$ cat src/rtl/rr_arbiter_4_pkg.sv
// Shared definitions for the four-way round-robin arbiter: FSM state
// encodings, requester count and a one-hot helper.
package rr_arbiter_4_pkg;

    localparam int NREQ = 4;

    typedef enum logic [1:0] {
        S_IDLE    = 2'd0,
        S_GRANT   = 2'd1,
        S_RELEASE = 2'd2
    } state_t;

    function automatic logic [NREQ-1:0] idx_to_onehot(input logic [1:0] idx);
        logic [NREQ-1:0] v;
        v      = '0;
        v[idx] = 1'b1;
        return v;
    endfunction

endpackage

$ cat src/rtl/rr_arbiter_4_pick.sv
// Combinational round-robin pick: rotate the request vector so ptr sits at
// bit 0, take the lowest set bit, then add ptr back to get the real index.
module rr_pick_4
    import rr_arbiter_4_pkg::*;
(
    input  logic [NREQ-1:0] req,
    input  logic [1:0]      ptr,
    output logic [1:0]      pick_idx,
    output logic            pick_any
);

    logic [2*NREQ-1:0] w_req_dbl;
    logic [NREQ-1:0]   w_rot;
    logic [1:0]        w_enc;

    // Doubling the vector turns the rotate into a plain part-select.
    assign w_req_dbl = {req, req};
    assign w_rot     = w_req_dbl[ptr +: NREQ];

    always_comb begin
        w_enc = 2'd0;
        casez (w_rot)
            4'b???1: w_enc = 2'd0;
            4'b??10: w_enc = 2'd1;
            4'b?100: w_enc = 2'd2;
            4'b1000: w_enc = 2'd3;
            default: w_enc = 2'd0;
        endcase
    end

    assign pick_any = |req;
    assign pick_idx = w_enc + ptr;

endmodule

$ cat src/rtl/rr_arbiter_4.sv
// Four-requester round-robin arbiter with registered one-hot grant, owner
// release via done/withdraw, optional hold timeout and a one-cycle bubble.
module rr_arbiter_4
    import rr_arbiter_4_pkg::*;
#(
    parameter int TIMEOUT = 16
)(
    input  logic            clk,
    input  logic            rst_n,
    input  logic [NREQ-1:0] req,
    input  logic            done,
    output logic [NREQ-1:0] gnt,
    output logic [1:0]      gnt_idx,
    output logic            gnt_valid,
    output logic            to_pulse
);

    localparam int CNT_W_RAW = $clog2(TIMEOUT + 1);
    localparam int CNT_W     = (CNT_W_RAW < 1) ? 1 : CNT_W_RAW;
    localparam bit TO_EN     = (TIMEOUT != 0);

    localparam logic [CNT_W-1:0] CNT_LAST = CNT_W'(TO_EN ? TIMEOUT - 1 : 0);
    localparam logic [CNT_W-1:0] CNT_MAX  = '1;
    localparam logic [CNT_W-1:0] CNT_ONE  = CNT_W'(1);

    state_t           r_state;
    logic [1:0]       r_ptr;
    logic [CNT_W-1:0] r_hold_cnt;
    logic [NREQ-1:0]  r_gnt;
    logic [1:0]       r_gnt_idx;
    logic             r_gnt_valid;
    logic             r_to_pulse;

    state_t           w_state_nxt;
    logic [1:0]       w_ptr_nxt;
    logic [CNT_W-1:0] w_hold_cnt_nxt;
    logic [NREQ-1:0]  w_gnt_nxt;
    logic [1:0]       w_gnt_idx_nxt;
    logic             w_gnt_valid_nxt;
    logic             w_to_pulse_nxt;

    logic [1:0]       w_pick_idx;
    logic             w_pick_any;
    logic             w_rel_done;
    logic             w_rel_wd;
    logic             w_rel_to;

    rr_pick_4 u_pick (
        .req      (req),
        .ptr      (r_ptr),
        .pick_idx (w_pick_idx),
        .pick_any (w_pick_any)
    );

    assign w_rel_done = done;
    assign w_rel_wd   = ~req[r_gnt_idx];
    assign w_rel_to   = TO_EN && (r_hold_cnt == CNT_LAST);

    always_comb begin
        w_state_nxt     = r_state;
        w_ptr_nxt       = r_ptr;
        w_hold_cnt_nxt  = r_hold_cnt;
        w_gnt_nxt       = r_gnt;
        w_gnt_idx_nxt   = r_gnt_idx;
        w_gnt_valid_nxt = r_gnt_valid;
        w_to_pulse_nxt  = 1'b0;

        case (r_state)
            S_IDLE: begin
                if (w_pick_any) begin
                    w_gnt_nxt       = idx_to_onehot(w_pick_idx);
                    w_gnt_idx_nxt   = w_pick_idx;
                    w_gnt_valid_nxt = 1'b1;
                    w_hold_cnt_nxt  = '0;
                    w_state_nxt     = S_GRANT;
                end
            end
            S_GRANT: begin
                if (w_rel_done || w_rel_wd || w_rel_to) begin
                    w_gnt_nxt       = '0;
                    w_gnt_valid_nxt = 1'b0;
                    w_ptr_nxt       = r_gnt_idx + 2'd1;
                    w_state_nxt     = S_RELEASE;
                    // Only a pure timeout is flagged; a coincident done or withdraw wins.
                    w_to_pulse_nxt  = w_rel_to && !w_rel_done && !w_rel_wd;
                end else if (r_hold_cnt != CNT_MAX) begin
                    w_hold_cnt_nxt  = r_hold_cnt + CNT_ONE;
                end
            end
            S_RELEASE: begin
                w_state_nxt = S_IDLE;
            end
            default: begin
                w_state_nxt     = S_IDLE;
                w_gnt_nxt       = '0;
                w_gnt_valid_nxt = 1'b0;
            end
        endcase
    end

    always_ff @(posedge clk or negedge rst_n) begin
        if (!rst_n) begin
            r_state     <= S_IDLE;
            r_ptr       <= 2'd0;
            r_hold_cnt  <= '0;
            r_gnt       <= '0;
            r_gnt_idx   <= 2'd0;
            r_gnt_valid <= 1'b0;
            r_to_pulse  <= 1'b0;
        end else begin
            r_state     <= w_state_nxt;
            r_ptr       <= w_ptr_nxt;
            r_hold_cnt  <= w_hold_cnt_nxt;
            r_gnt       <= w_gnt_nxt;
            r_gnt_idx   <= w_gnt_idx_nxt;
            r_gnt_valid <= w_gnt_valid_nxt;
            r_to_pulse  <= w_to_pulse_nxt;
        end
    end

    assign gnt       = r_gnt;
    assign gnt_idx   = r_gnt_idx;
    assign gnt_valid = r_gnt_valid;
    assign to_pulse  = r_to_pulse;

endmodule
$ cat config.mk
export PLATFORM = sky130hd
export DESIGN_NAME = rr_arbiter_4
export DESIGN_NICKNAME = d
export VERILOG_FILES = /design/src/rtl/rr_arbiter_4_pkg.sv /design/src/rtl/rr_arbiter_4_pick.sv /design/src/rtl/rr_arbiter_4.sv
export SDC_FILE = /design/constraint.sdc
export NUM_CORES = 1
export LEC_CHECK = 0
export CELL_PAD_IN_SITES_DETAIL_PLACEMENT = 1
export CELL_PAD_IN_SITES_GLOBAL_PLACEMENT = 1
export CORE_MARGIN = 5
export CORE_UTILIZATION = 40
export CTS_BUF_LIST = sky130_fd_sc_hd__clkbuf_8 sky130_fd_sc_hd__clkbuf_16
export DETAILED_ROUTE_END_ITERATION = 10
export PLACE_DENSITY = 0.88
export SETUP_SLACK_MARGIN = 0.5
export SKIP_CTS_REPAIR_TIMING = 1
export SLEW_MARGIN = 10
export SYNTH_ARGS = -nofsm -noshare
export SYNTH_HDL_FRONTEND = slang
export SYNTH_SLANG_ARGS = --single-unit
$ cat constraint.sdc
create_clock -name clk -period 2.3 [get_ports clk]
set_input_delay 0.345 -clock clk [delete_from_list [all_inputs] [get_ports clk]]
set_output_delay 0.345 -clock clk [all_outputs]
set_load 0.1 [all_outputs]
## Word-level counts from Yosys, hierarchy flattened

Cells that the tools add are included.

| storage, ports and cells | value |
|---|---|
| bits in registers | 17 |
| bits in latches | 0 |
| RAM bits | 0 |
| ROM bits | 0 |
| input bits | 7 |
| output and inout port bits | 8 |
| word-level logic and storage cells | 61 |
| memories kept | 0 |

| operators by class | value |
|---|---|
| add/sub/neg operators | 3 |
| multipliers | 0 |
| div/mod/pow operators | 0 |
| order comparisons | 3 |
| equality and inequality tests | 11 |
| shifts and indexed selects | 1 |
| multiplexer cells | 20 |
| bitwise operators | 2 |
| reductions and logical operators | 14 |

Operators by type and width:

| kind | count |
|---|---|
| 5-bit two-way mux | 3 |
| 4-bit case mux with 3 select lines | 1 |
| 5-bit case mux with 2 select lines | 1 |
| 4-bit two-way mux | 2 |
| 8-bit by 3-bit indexed part select with 4-bit output | 1 |
| 2-bit by 3-bit < comparator with 1-bit output (second input constant) | 2 |
| 1-bit two-way mux | 6 |
| 2-bit != test (second input constant) | 3 |
| 2-bit case mux with 3 select lines | 1 |
| 2-bit AND reduction | 3 |
| 5-bit by 1-bit adder with 5-bit output (second input constant) | 1 |
| 5-bit by 4-bit == test with 1-bit output (second input constant) | 1 |
| 5-bit != test (second input constant) | 1 |
| 2-bit == test (second input constant) | 2 |
| 4-bit == test (second input constant) | 1 |
| 2-bit two-way mux | 2 |
| 2-bit case mux with 2 select lines | 1 |
| 4-bit AND reduction | 1 |
| 4-bit OR reduction | 1 |
| 3-bit == test (second input constant) | 1 |
| 1-bit logical AND | 3 |
| 1-bit case mux with 3 select lines | 1 |
| 3-bit AND reduction | 1 |
| 2-bit by 1-bit adder with 2-bit output (second input constant) | 1 |
| other kinds (11) | 13 |

## Logic depth before layout (Yosys ltp)

| logic depth | value |
|---|---|
| word-level depth | 10 |
| depth in mapped cells | 8 |
| gate-level depth less buffers | 8 |

## Hierarchy

A second synthesis with hierarchy kept.

| unflattened totals | value |
|---|---|
| cells, all modules | 101 |
| area, all modules | 1053.5 um^2 |

By module, submodules not included:

| module | instances | cells each | area an instance (um^2) | sequential area each (um^2) |
|---|---|---|---|---|
| rr_arbiter_4 | 1 | 75 | 859.6 | 425.4 |
| rr_pick_4 | 1 | 26 | 193.9 | 0.0 |

## Worst setup path before layout

OpenSTA, ideal clock, no wires.

| timing path | value |
|---|---|
| path type | register to register |
| start | register r_gnt_idx[0], in the netlist gnt_idx[0] |
| end | register r_gnt[1], in the netlist gnt[1] |
| setup time | 0.123 ns |
| data arrival time | 2.134 ns |
| data required time | 2.177 ns |
| setup slack | 0.043 ns |
| cell stages (with the launch flop) | 6 |
| path buffers | 0 |
| clock period less this slack | 2.257 ns |
| path through | dfrtp_1 mux2_2 a22oi_4 o31ai_1 and2_1 a32o_1 |

| on the way | value |
|---|---|
| cells in the longest elaborated chain, start to end | 7 |

Ends and longest elaborated chain:

| item | RTL line | source |
|---|---|---|
| start, declared | rr_arbiter_4.sv:30 | `logic [1:0] r_gnt_idx;` |
| start signal, assigned | rr_arbiter_4.sv:115 | `r_gnt_idx <= w_gnt_idx_nxt;` |
| 1-bit binary-select mux with 2-bit select | rr_arbiter_4.sv:56 | `assign w_rel_wd = ~req[r_gnt_idx];` |
| 1-bit two-way mux (not written as such) | rr_arbiter_4.sv:56 |  |
| 1-bit NOT | rr_arbiter_4.sv:56 |  |
| 1-bit logical OR (2 in a row) | rr_arbiter_4.sv:79 | `if (w_rel_done \|\| w_rel_wd \|\| w_rel_to) begin` |
| 2-bit != test (no source line) | -- |  |
| 3-bit AND reduction (no source line) | -- |  |
| end signal, assigned | rr_arbiter_4.sv:114 | `r_gnt <= w_gnt_nxt;` |
| end, declared | rr_arbiter_4.sv:29 | `logic [NREQ-1:0] r_gnt;` |

Every way passes these cells. The select of a mux whose other input is x is not followed.
A chain may end at the register's enable or synchronous reset.

## Worst setup path in the final report

| timing path | value |
|---|---|
| start | register r_gnt_idx[0], in the netlist gnt_idx[0] |
| end | register r_ptr[1] |

| on the way | value |
|---|---|
| cells in the longest elaborated chain, start to end | 6 |
| elaborated cells on any way between the ends | 7 |
| those cells by class | 1 x add/sub; 2 x mux; 1 x bitwise; 3 x reduce/logical |

Ends and longest elaborated chain:

| item | RTL line | source |
|---|---|---|
| 1-bit binary-select mux with 2-bit select | rr_arbiter_4.sv:56 |  |
| 1-bit two-way mux (not written as such) | rr_arbiter_4.sv:56 |  |
| 1-bit NOT | rr_arbiter_4.sv:56 |  |
| 1-bit logical OR (2 in a row) | rr_arbiter_4.sv:79 |  |
| 2-bit AND reduction (no source line) | -- |  |
| end signal, assigned | rr_arbiter_4.sv:112 | `r_ptr <= w_ptr_nxt;` |
| end, declared | rr_arbiter_4.sv:27 | `logic [1:0] r_ptr;` |

Parallel ways exist; a longest one is shown, timed or not. The select of a mux whose other input is x is not followed.

==> metrics.yaml <==
critical_path:
  start_kind: "register"
  worstPathRequired_ns: 2.47
  worstSetupEndpointType: "register"
  worstSetupPathType: "register to register"
  crit_buf_inv: 0
  critPathMaxStageDelay_ns: 0.52
  cp_max_fo: 7
  slowest_stage: "dfrtp_4"
  worstPathArrival_ns: 1.99
  cp_top_family: "compound AO/OA/AOI/OAI gates"
  crit_chain: "mux2_4 > a22oi_4 > or2_4 > nand2_1 > o21ai_0"
sta:
  final.setup.tns_ns: 0
  clock.fmax_mhz: 549
  tightest_slew_ns: 0.527
  rsz0062_at_grt: "yes"
  slew_headroom_pct: 64.8
  fin_worst_skew_ns: 0.00475
  setup_violations: 0
  hold_viol_final: 0
  finalCriticalPeriod_ns: 1.82
  holdWs_ns: 0.427
  slew_viol_final: 0
  min_period_over_period_pct: 79.1
logic_synthesis:
  synth_ff_type: "dfrtp_1"
  syn_area_um2: 975
  synth_commonest_cells: "dfrtp_1 (17), nand2_1 (13), o21ai_0 (10)"
  synth_nets: 113
  synth-async-reset-ratio_pct: 100
  ys_seq_elements: 17
  yosys.area.top_type: "dfrtp_1"
  netlist_top_cells_area: "dfrtp_1 (44%), ha_1 (5.1%), o21ai_0 (5.1%)"
  synth_edf_count: 0
  synth_warnings: 0
  yosysUniqueCellTypes: 34
  synth.most_common_cell: "dfrtp_1"
  synth-seq-area-share_pct: 43.6
  netlist_instances: 102
  yosysTopAreaCellShare_pct: 43.6
  avgSynthCellArea_um2: 9.56
clock_tree:
  clockBufferDepth: 2
  h-tree-depth: 1
  cts_made_buffers: 3
  path_clk_slew_ns: 0.08
  clock-root-buffer: "clkbuf_8"
  cts_tree: "built"
  worstSkewPairLatency_ns: 0.26
  cts_sinks: 17
global_routing:
  grt_pass1_vias: 989
  grt_max_degree: 13
  antenna_found_initial: 0
  grt-ovfl-total: 0
  grt_util_all_layers_pct: 17.4
  grt_pass1_wl_mm: 4.66
routing:
  dr.pass1.iters: 4
  route.antenna.remaining_nets: 0
  via_count: 1000
  drc: 0
  routed_wirelength_mm: 3.57
  viasPerCell: 6.10
  wl_per_cell_um: 21.8
  drt-initial-drc-count: 27
placement:
  dp_cells: 150
  io_buffers: 14
  dpl.hpwl_mm: 1.89
  gp_congestion: 0.816
final_layout:
  area_growth_pct: 52.5
  drive_gt1_share_pct: 41.2
  fin_nets: 148
  final_cell_count_no_fill: 164
  diodes: 0
floorplan:
  fp.coreArea_mm2: 0.00228
  die_w_um: 59.4
  dieHeight_um: 59.4
  start_util_pct: 42.8
  ios: 15
  die-area_mm2: 0.00352
  rows: 17
outcome:
  status: "complete, no violations"
power_and_ir_drop:
  power_density_mw_per_mm2: 1450
  p_leak_nw: 0.674
  ir_worst_vdd_uv: 1120
min_path:
  holdCritPathClass: "primary input to async pin"
job:
  cap_violations: 0
[layout by cell type, fill, tap and decap left out, types with 3 or more instances in the layout]
cell type | netlist | final
ha_4 | 0 | 3
clkbuf_8 | 0 | 3
dlymetal6s2s_1 | 0 | 4
buf_4 | 0 | 23
inv_1 | 4 | 4
o21ai_0 | 10 | 8
nand2_1 | 13 | 12
dfrtp_1 | 17 | 14
xnor2_1 | 4 | 3
and3_1 | 4 | 3
nor2_1 | 8 | 8
nand3_1 | 4 | 3
[final timing paths]
check | startpoint | endpoint | slack, ns | depth (start not counted)
max in group asynchronous | rst_n | r_ptr[0] | 1.36 | 2
worst min register to register | gnt[2] | gnt[2] | 0.51 | 1
min in group clk | gnt[2] | gnt[2] | 0.51 | 1
worst max-delay path | gnt_idx[0] | r_ptr[1] | 0.48 | 5
worst max register to register | gnt_idx[0] | r_ptr[1] | 0.48 | 5
worst min-delay path | rst_n | r_hold_cnt[2] | 0.43 | 1
[per-layer routing]
| layer | track usage [%] | vias up | part of all wire (%) |
|---|---|---|---|
| met3 | 4.58 | 2 | 3.6 |
| met2 | 30.7 | 19 | 50 |
| li1 | - | 439 | - |
| met1 | 21.0 | 540 | 45 |
| met4 | 3.56 | 0 | 0.36 |
| met5 | 0 | - | 0 |
[registers in the layout, indices dropped and copies added (netlist names)]
name and cells:
gnt 4, gnt_idx 2, gnt_valid 1, r_hold_cnt 5
r_ptr 2, r_state 2, to_pulse 1
[area by class of cell]
class	instances	area, um^2
tap	28	35.0
fill	243	790
sequential	17	432
multi-input combinational	80	691
clock buffer	3	41.3
clock inverter	1	7.51
timing repair buffer	31	265
inverter	4	15.0
[report_power, final]
part | switching (mW) | total, mW | internal, mW
combinational | 0.858 | 1.37 | 0.510
clock | 0.119 | 0.241 | 0.122
sequential | 0.139 | 0.545 | 0.406
total | 1.12 | 2.15 | 1.04
[per-stage QoR]
| step | setup slack (ns) | instance area, um^2 | util (%) | power (mW) |
|---|---|---|---|---|
| after floorplan | 0.479 | 983 | - | 1.26 |
| after global placement | 0.0810 | 1190 | 52.1 | 1.49 |
| after detailed placement | 0.0146 | 1190 | 52.1 | 1.53 |
| after CTS | 0.251 | 1230 | 54.3 | 1.80 |
| after global routing | 0.425 | 1490 | 65.3 | 2.27 |
| final | 0.480 | 1490 | 65.3 | 2.15 |
[logic make-up (layout without fill, tap and decap cells)]
logic type	after synthesis	after routing	share of synthesized area, %
and+or+nand+nor	43	43	23.6
AOI/OAI and AO/OA	27	27	19.6
DFF	17	17	43.6
buffers and inverters	5	39	2.05
adders and majority gates	4	4	5.13
xor gates and xnor gates	4	4	3.59
muxes	2	2	2.31
(Power assumes the default switching activity.)
